**config.mk**
```make
export PLATFORM = sky130hd
export DESIGN_NAME = modexp_arbiter
export DESIGN_NICKNAME = d
export VERILOG_FILES = /design/src/rtl/modexp_arbiter.sv
export SDC_FILE = /design/constraint.sdc
export NUM_CORES = 1
export LEC_CHECK = 0
export CORE_UTILIZATION = 43
export CTS_CLUSTER_SIZE = 30
export DETAILED_ROUTE_END_ITERATION = 10
export GPL_TIMING_DRIVEN = 0
export PLACE_DENSITY = 0.85
export SKIP_CTS_REPAIR_TIMING = 1
export SLEW_MARGIN = 30
export SYNTH_ARGS = -nofsm -noshare
export SYNTH_HDL_FRONTEND = slang
export SYNTH_SLANG_ARGS = --single-unit
```
**constraint.sdc**
```tcl
create_clock -name clk -period 4 [get_ports clk]
set_input_delay 0.8 -clock clk [delete_from_list [all_inputs] [get_ports clk]]
set_output_delay 0.8 -clock clk [all_outputs]
set_load 0.01 [all_outputs]
```
**src/rtl/modexp_arbiter.sv**
```systemverilog
// Round-robin front end that shares one modular-exponentiation engine between two requesters.
// It grants a job, starts the engine, waits with a timeout, then holds the result for the winner.
module modexp_arbiter #(
  parameter int WORDSIZE = 8,
  parameter int TIMEOUT  = 1024
) (
  input  logic                  clk,
  input  logic                  reset,
  input  logic [1:0]            req_valid,
  output logic [1:0]            req_ready,
  input  logic [4*WORDSIZE-1:0] req_base,
  input  logic [4*WORDSIZE-1:0] req_modulo,
  input  logic [4*WORDSIZE-1:0] req_exponent,
  output logic [1:0]            rsp_valid,
  input  logic [1:0]            rsp_ready,
  output logic [2*WORDSIZE-1:0] rsp_result,
  output logic                  rsp_error,
  output logic [2*WORDSIZE-1:0] eng_base,
  output logic [2*WORDSIZE-1:0] eng_modulo,
  output logic [2*WORDSIZE-1:0] eng_exponent,
  output logic                  eng_load,
  input  logic                  eng_done,
  input  logic [2*WORDSIZE-1:0] eng_result,
  output logic                  busy
);

  localparam int W2 = 2 * WORDSIZE;
  localparam int CW = $clog2(TIMEOUT + 1);
  localparam logic [CW-1:0] CNT_LAST = CW'(TIMEOUT);

  typedef enum logic [1:0] {IDLE, LOAD, WAIT, RESP} state_t;

  state_t         state_reg, state_next;
  logic           ptr_reg, ptr_next;
  logic           winner_reg, winner_next;
  logic [CW-1:0]  cnt_reg, cnt_next;
  logic [W2-1:0]  eng_base_reg, eng_base_next;
  logic [W2-1:0]  eng_modulo_reg, eng_modulo_next;
  logic [W2-1:0]  eng_exponent_reg, eng_exponent_next;
  logic [W2-1:0]  rsp_result_reg, rsp_result_next;
  logic           rsp_error_reg, rsp_error_next;

  logic [W2-1:0]  base_slice [2];
  logic [W2-1:0]  modulo_slice [2];
  logic [W2-1:0]  exponent_slice [2];

  logic           grant_any;
  logic           grant_idx;

  for (genvar gi = 0; gi < 2; gi++) begin : g_slice
    assign base_slice[gi]     = req_base[gi*W2 +: W2];
    assign modulo_slice[gi]   = req_modulo[gi*W2 +: W2];
    assign exponent_slice[gi] = req_exponent[gi*W2 +: W2];
  end

  // The preferred requester wins a tie; a lone requester wins regardless of the pointer.
  always_comb begin
    grant_any = 1'b0;
    grant_idx = ptr_reg;
    if (req_valid[ptr_reg]) begin
      grant_any = 1'b1;
      grant_idx = ptr_reg;
    end else if (req_valid[~ptr_reg]) begin
      grant_any = 1'b1;
      grant_idx = ~ptr_reg;
    end
  end

  always_comb begin
    state_next        = state_reg;
    ptr_next          = ptr_reg;
    winner_next       = winner_reg;
    cnt_next          = cnt_reg;
    eng_base_next     = eng_base_reg;
    eng_modulo_next   = eng_modulo_reg;
    eng_exponent_next = eng_exponent_reg;
    rsp_result_next   = rsp_result_reg;
    rsp_error_next    = rsp_error_reg;
    req_ready         = 2'b00;
    rsp_valid         = 2'b00;
    eng_load          = 1'b0;

    case (state_reg)
      IDLE: begin
        if (grant_any && !reset) begin
          req_ready[grant_idx] = 1'b1;
          winner_next          = grant_idx;
          ptr_next             = ~grant_idx;
          eng_base_next        = base_slice[grant_idx];
          eng_modulo_next      = modulo_slice[grant_idx];
          eng_exponent_next    = exponent_slice[grant_idx];
          state_next           = LOAD;
        end
      end

      LOAD: begin
        // A zero modulus is rejected here, before the engine is ever started.
        if (eng_modulo_reg == '0) begin
          rsp_result_next = '0;
          rsp_error_next  = 1'b1;
          state_next      = RESP;
        end else begin
          eng_load   = 1'b1;
          cnt_next   = '0;
          state_next = WAIT;
        end
      end

      WAIT: begin
        cnt_next = cnt_reg + CW'(1);
        // The engine's done flag may still be stale from the previous job in the first cycle.
        if (eng_done && (cnt_reg != '0)) begin
          rsp_result_next = eng_result;
          rsp_error_next  = 1'b0;
          state_next      = RESP;
        end else if ((cnt_reg + CW'(1)) == CNT_LAST) begin
          rsp_result_next = '0;
          rsp_error_next  = 1'b1;
          state_next      = RESP;
        end
      end

      RESP: begin
        rsp_valid[winner_reg] = 1'b1;
        if (rsp_ready[winner_reg]) begin
          state_next = IDLE;
        end
      end

      default: begin
        state_next = IDLE;
      end
    endcase
  end

  always_ff @(posedge clk) begin
    if (reset) begin
      state_reg        <= IDLE;
      ptr_reg          <= 1'b0;
      winner_reg       <= 1'b0;
      cnt_reg          <= '0;
      eng_base_reg     <= '0;
      eng_modulo_reg   <= '0;
      eng_exponent_reg <= '0;
      rsp_result_reg   <= '0;
      rsp_error_reg    <= 1'b0;
    end else begin
      state_reg        <= state_next;
      ptr_reg          <= ptr_next;
      winner_reg       <= winner_next;
      cnt_reg          <= cnt_next;
      eng_base_reg     <= eng_base_next;
      eng_modulo_reg   <= eng_modulo_next;
      eng_exponent_reg <= eng_exponent_next;
      rsp_result_reg   <= rsp_result_next;
      rsp_error_reg    <= rsp_error_next;
    end
  end

  assign eng_base     = eng_base_reg;
  assign eng_modulo   = eng_modulo_reg;
  assign eng_exponent = eng_exponent_reg;
  assign rsp_result   = rsp_result_reg;
  assign rsp_error    = rsp_error_reg;
  assign busy         = (state_reg != IDLE);

endmodule

```
# --- Word-level counts from Yosys, hierarchy flattened ---
# Index checks and enable logic that the tools add are counted.
op_classes:
  order_cmp: 7
  add_sub_neg: 1
  reduce_logical: 14
  n_eq_ne: 9
  bitwise: 3
  mux: 44
op_table:
  columns: ["operator", "n"]
  rows:
  - ["$mux 16", 12]
  - ["$pmux 16 s2", 1]
  - ["$pmux 11 s2", 1]
  - ["$mux 1", 18]
  - ["$logic_not 16->1", 1]
  - ["$mux 2", 7]
  - ["$add 11x1->11 const B", 1]
  - ["$eq 11x11->1 const B", 1]
  - ["$mux 11", 1]
  - ["$reduce_bool 11->1", 1]
  - ["$lt 1x2->1 const B", 4]
  - ["$ne 2x2->1 const B", 4]
  - ["$pmux 2 s4", 1]
  - ["$reduce_and 3->1", 2]
  - ["$eq 2x2->1 const B", 2]
  - ["$logic_and 1x1->1", 4]
  - ["$reduce_and 2->1", 2]
  - ["$reduce_bool 2->1", 2]
  - ["$ne 3x3->1 const B", 1]
  - ["$demux 1 s1", 2]
  - ["$eq 2x1->1 const B", 1]
  - ["$ge 1x1->1 const B", 2]
  - ["$ge 2x2->1 const B", 1]
  - ["$logic_not 2->1", 1]
  - ["other kinds (4)", 5]
word_totals:
  ff_bits: 80
  wordCells: 87
  inputBits: 119
  output_inout_bits: 71

# --- Logic depth before layout (Yosys ltp) ---
depth:
  depth_word: 11
  mapped_depth: 8
  ltp_nobuf: 7

# --- Worst setup path after synthesis ---
# Ideal clock, no wire load.
synth_timing:
  path_kind: "in2out"
  start: "in req_valid[0]"
  end: "out req_ready[0]"
  t_arrival_ns: 1.955
  n_path_buf: 2
  setup_slack_ns: 1.245
  stages: 5
  cell_sequence: "inv_1 -> maj3_1 -> clkbuf_1 -> buf_1 -> nor3_1"
synth_between:
  elab_chain_len: 10
synth_rtl:
  columns: ["item", "line_no", "rtl"]
  rows:
  - ["start, declared", "9", "input logic [1:0] req_valid,"]
  - ["$mux 1 (implied by the code) (2 in a row)", "63", "end else if (req_valid[~ptr_reg]) begin"]
  - ["$mux 1", "63", null]
  - ["$mux 1", "60", "if (req_valid[ptr_reg]) begin"]
  - ["$lt 1x2->1 (implied by the code) or $ge 1x1->1 (tied branches)", "86", "req_ready[grant_idx] = 1'b1;"]
  - ["$logic_and 1x1->1 (implied by the code)", "86", null]
  - ["$mux 1 (implied by the code)", "86", null]
  - ["$demux 1 s1", "86", null]
  - ["$mux 2 (*)", "85", "if (grant_any && !reset) begin"]
  - ["$mux 2 (*)", "83", "case (state_reg)"]
  - ["end, declared", "10", "output logic [1:0] req_ready,"]
# Every way passes the cells marked *; elsewhere a longest branch is shown, timed or not. The select of a mux whose other input is x is not followed.

# --- Worst setup path in the final report ---
layout_timing:
  start: "in reset"
  end: "out req_ready[1]"
layout_between:
  elab_chain_len: 4
layout_rtl:
  columns: ["item", "line_no", "rtl"]
  rows:
  - ["start, declared", "8", "input logic reset,"]
  - ["$logic_not 1->1", "85", null]
  - ["$logic_and 1x1->1", "85", null]
  - ["$mux 2", "85", null]
  - ["$mux 2", "83", null]
# No other way between the ends.

==> results.cfg <==
[critical_path]
startpoint_type = input pin
cpPeakStageDelay_ns = 0.56
cpMaxStageDelayCell = clkdlybuf4s50_1
worstReg2RegEnd = eng_base[4]
cp.arrival_ns = 2.94
critPathBufInv = 2
rr_startpoint = state_reg[0]
path_delay_family = buffers and inverters
rr_worst_depth = 7
crit_type = input pin to output pin
worstPathRequired_ns = 3.20
cp_cell_sequence = clkdlybuf4s50_1 > o21bai_1 > nor2_1 > and2_1 > clkdlybuf4s50_1
r2r_slack_ns = 1.59
path_max_fanout = 10
cp-end-kind = output pin
cpMostUsedCell = clkdlybuf4s50_1

[status]
status = complete, no violations

[power_and_ir_drop]
ir_drop_mv = 0.2350
power.leakage_nw = 2.210
p_per_area_mw_per_mm2 = 474.0

[global_routing]
grt_pass1_wl_mm = 17.34
grtUsageTotal_pct = 24.71
grt_max_degree = 16
antenna_found_initial = 0
grt_pass1_vias = 3758
grt_overflow = 0

[routing]
first_pass_iters = 4
drc = 0
avgRoutedWirePerCell_um = 15.79
drt_iter0_markers = 123
viasPerCell = 5.294
drtAntennaViolNets = 0
vias = 3722
drt-total-wl_mm = 11.10

[finish]
antenna_cells = 0
nets = 718
layout_common_cells = 189 x clkdlybuf4s50_1, 80 x dfxtp_1, 70 x nor2_1
area_growth_syn_to_layout_pct = 60.34
design_area_mm2 = 0.005954
final_common_cell = clkdlybuf4s50_1
drive_above_1_share_pct = 5.518
nFillCells = 611

[sta]
tightest_slew_ns = 0.7715
finalCritPeriodShare_pct = 93.61
rsz0062_at_grt = false
finalSetupTns_ns = 0
slew_viol_final = 0
slew_headroom_pct = 48.56
clock.fmax_mhz = 267.1
whs_ns = 0.4818
finalHoldViolations = 0
setup_viol = 0
fin_crit_ns = 3.745
skew_ns = 0.009217

[yosys]
synth_edf_count = 0
yosysSeqAreaShare_pct = 43.13
async_flop_share_pct = 0
ys_ff_latch = 80
syn_avg_cell_area_um2 = 9.401
syn_inst = 395
syn_area_mm2 = 0.003714
synth_flop_cell = dfxtp_1
synth.distinct_cells = 47
yosys_warnings = 0
syn_nets = 520

[die]
die_h_um = 94.93
core_mm2 = 0.008299
dieArea_mm2 = 0.009012
io_pins = 190
die_w_um = 94.93
row_count = 33
start_util_pct = 44.75

[min_path]
whs_endpoint = rsp_result[9]
hold_path_class = flip-flop to flip-flop
min_path_cells = 1
hold_path_startpoint = rsp_result[9]

[flow_run]
maxCapViolCount = 0

[placement]
place_area_mm2 = 0.005737
port-buffer-count = 189
hpwl_mm = 8.708
gp_congestion = 0.8852

[clock_network]
cts_made_buffers = 9
tritoncts = yes
root_buffer = clkbuf_8
clk_latency_ns = 0.35
clkTransAtPathRegs_ns = 0.08
cts.sinks = 80
clock_path_buffers = 2
ctsHtreeMaxLevel = 3
-- per-layer routing --
metal	up-vias	share of wire [%]	global-route usage [%]
li1	1825	-	-
met1	1773	39	27.39
met2	113	54	45.14
met3	11	6.0	6.522
met4	0	1.2	8.586
met5	-	0	0
-- cell families (layout without fill, tap and decap cells) --
kind of cell,Yosys count,count (layout),synth area share [%]
multiplexers,50,50,13.48
AND/OR/NAND/NOR,115,115,15.16
adder cells (fa/ha/maj),7,7,2.291
flip-flops,80,80,43.13
AO/OA/AOI/OAI,100,100,20.49
XOR/XNOR,2,2,0.6740
buffers and inverters,41,244,4.784
-- worst register-to-register path: stages (launching register included) --
cell and delay, ns:
dfxtp_1 0.34, inv_1 0.10, ha_1 0.20, inv_1 0.09, nor2_1 0.51, clkbuf_1 0.46
buf_1 0.43, a211oi_1 0.14
-- worst max-delay path by stage --
stage / slack (ns) / from / cells past startpoint / to
final: 0.26 / reset / 5 / req_ready[1]
after detailed placement: 0.05 / req_valid[0] / 7 / req_ready[0]
after global routing: 0.09 / req_valid[0] / 5 / req_ready[0]
after global placement: 0.05 / req_valid[0] / 7 / req_ready[0]
after floorplan: 1.25 / req_valid[0] / 5 / req_ready[0]
after CTS: 0.05 / req_valid[0] / 7 / req_ready[0]
-- metrics by stage --
stage	setup WS [ns]	util (%)	std cells	total power [mW]
6_report	0.2554	71.75	703	2.822
5_1_grt	0.08828	71.75	703	2.983
3_3_place_gp	0.05328	69.12	689	2.129
4_1_cts	0.04607	71.84	705	2.839
3_5_place_dp	0.05409	69.12	689	2.165
2_1_floorplan	1.245	-	395	1.617
-- report_power, final --
part	total [mW]	internal (mW)	leakage (nW)	switching, mW
logic	1.12	0.561	1.44	0.559
registers	1.03	0.935	0.655	0.0952
clock network	0.673	0.359	0.112	0.314
-- layout make-up --
cell class / instances / area (um^2) / share of cell area [%]
clock inverter: 7 / 101.3 / 1.702
inverter: 12 / 45.04 / 0.7565
sequential: 80 / 1602 / 26.90
tap: 105 / 131.4 / 2.206
clock buffer: 9 / 123.9 / 2.080
buffer: 27 / 125.1 / 2.101
multi-input combinational: 274 / 1934 / 32.49
timing repair buffer: 189 / 1892 / 31.77
-- synth_stat cells (4+ instances only) --
| master | n | share of area [%] |
|---|---|---|
| dfxtp_1 | 80 | 43 |
| buf_1 | 6 | 0.61 |
| nor3_1 | 6 | 0.81 |
| o21ai_0 | 7 | 0.94 |
| ha_1 | 6 | 2.0 |
| a311oi_1 | 4 | 0.94 |
| a22o_1 | 16 | 3.8 |
| inv_1 | 11 | 1.1 |
| nor4_1 | 5 | 0.84 |
| a211oi_1 | 49 | 9.9 |
| nor2_1 | 70 | 7.1 |
| mux2i_1 | 50 | 13 |
| a21oi_1 | 8 | 1.1 |
| clkbuf_1 | 19 | 1.9 |
| nand2_1 | 10 | 1.0 |
Power figures use the tool's default switching activity.
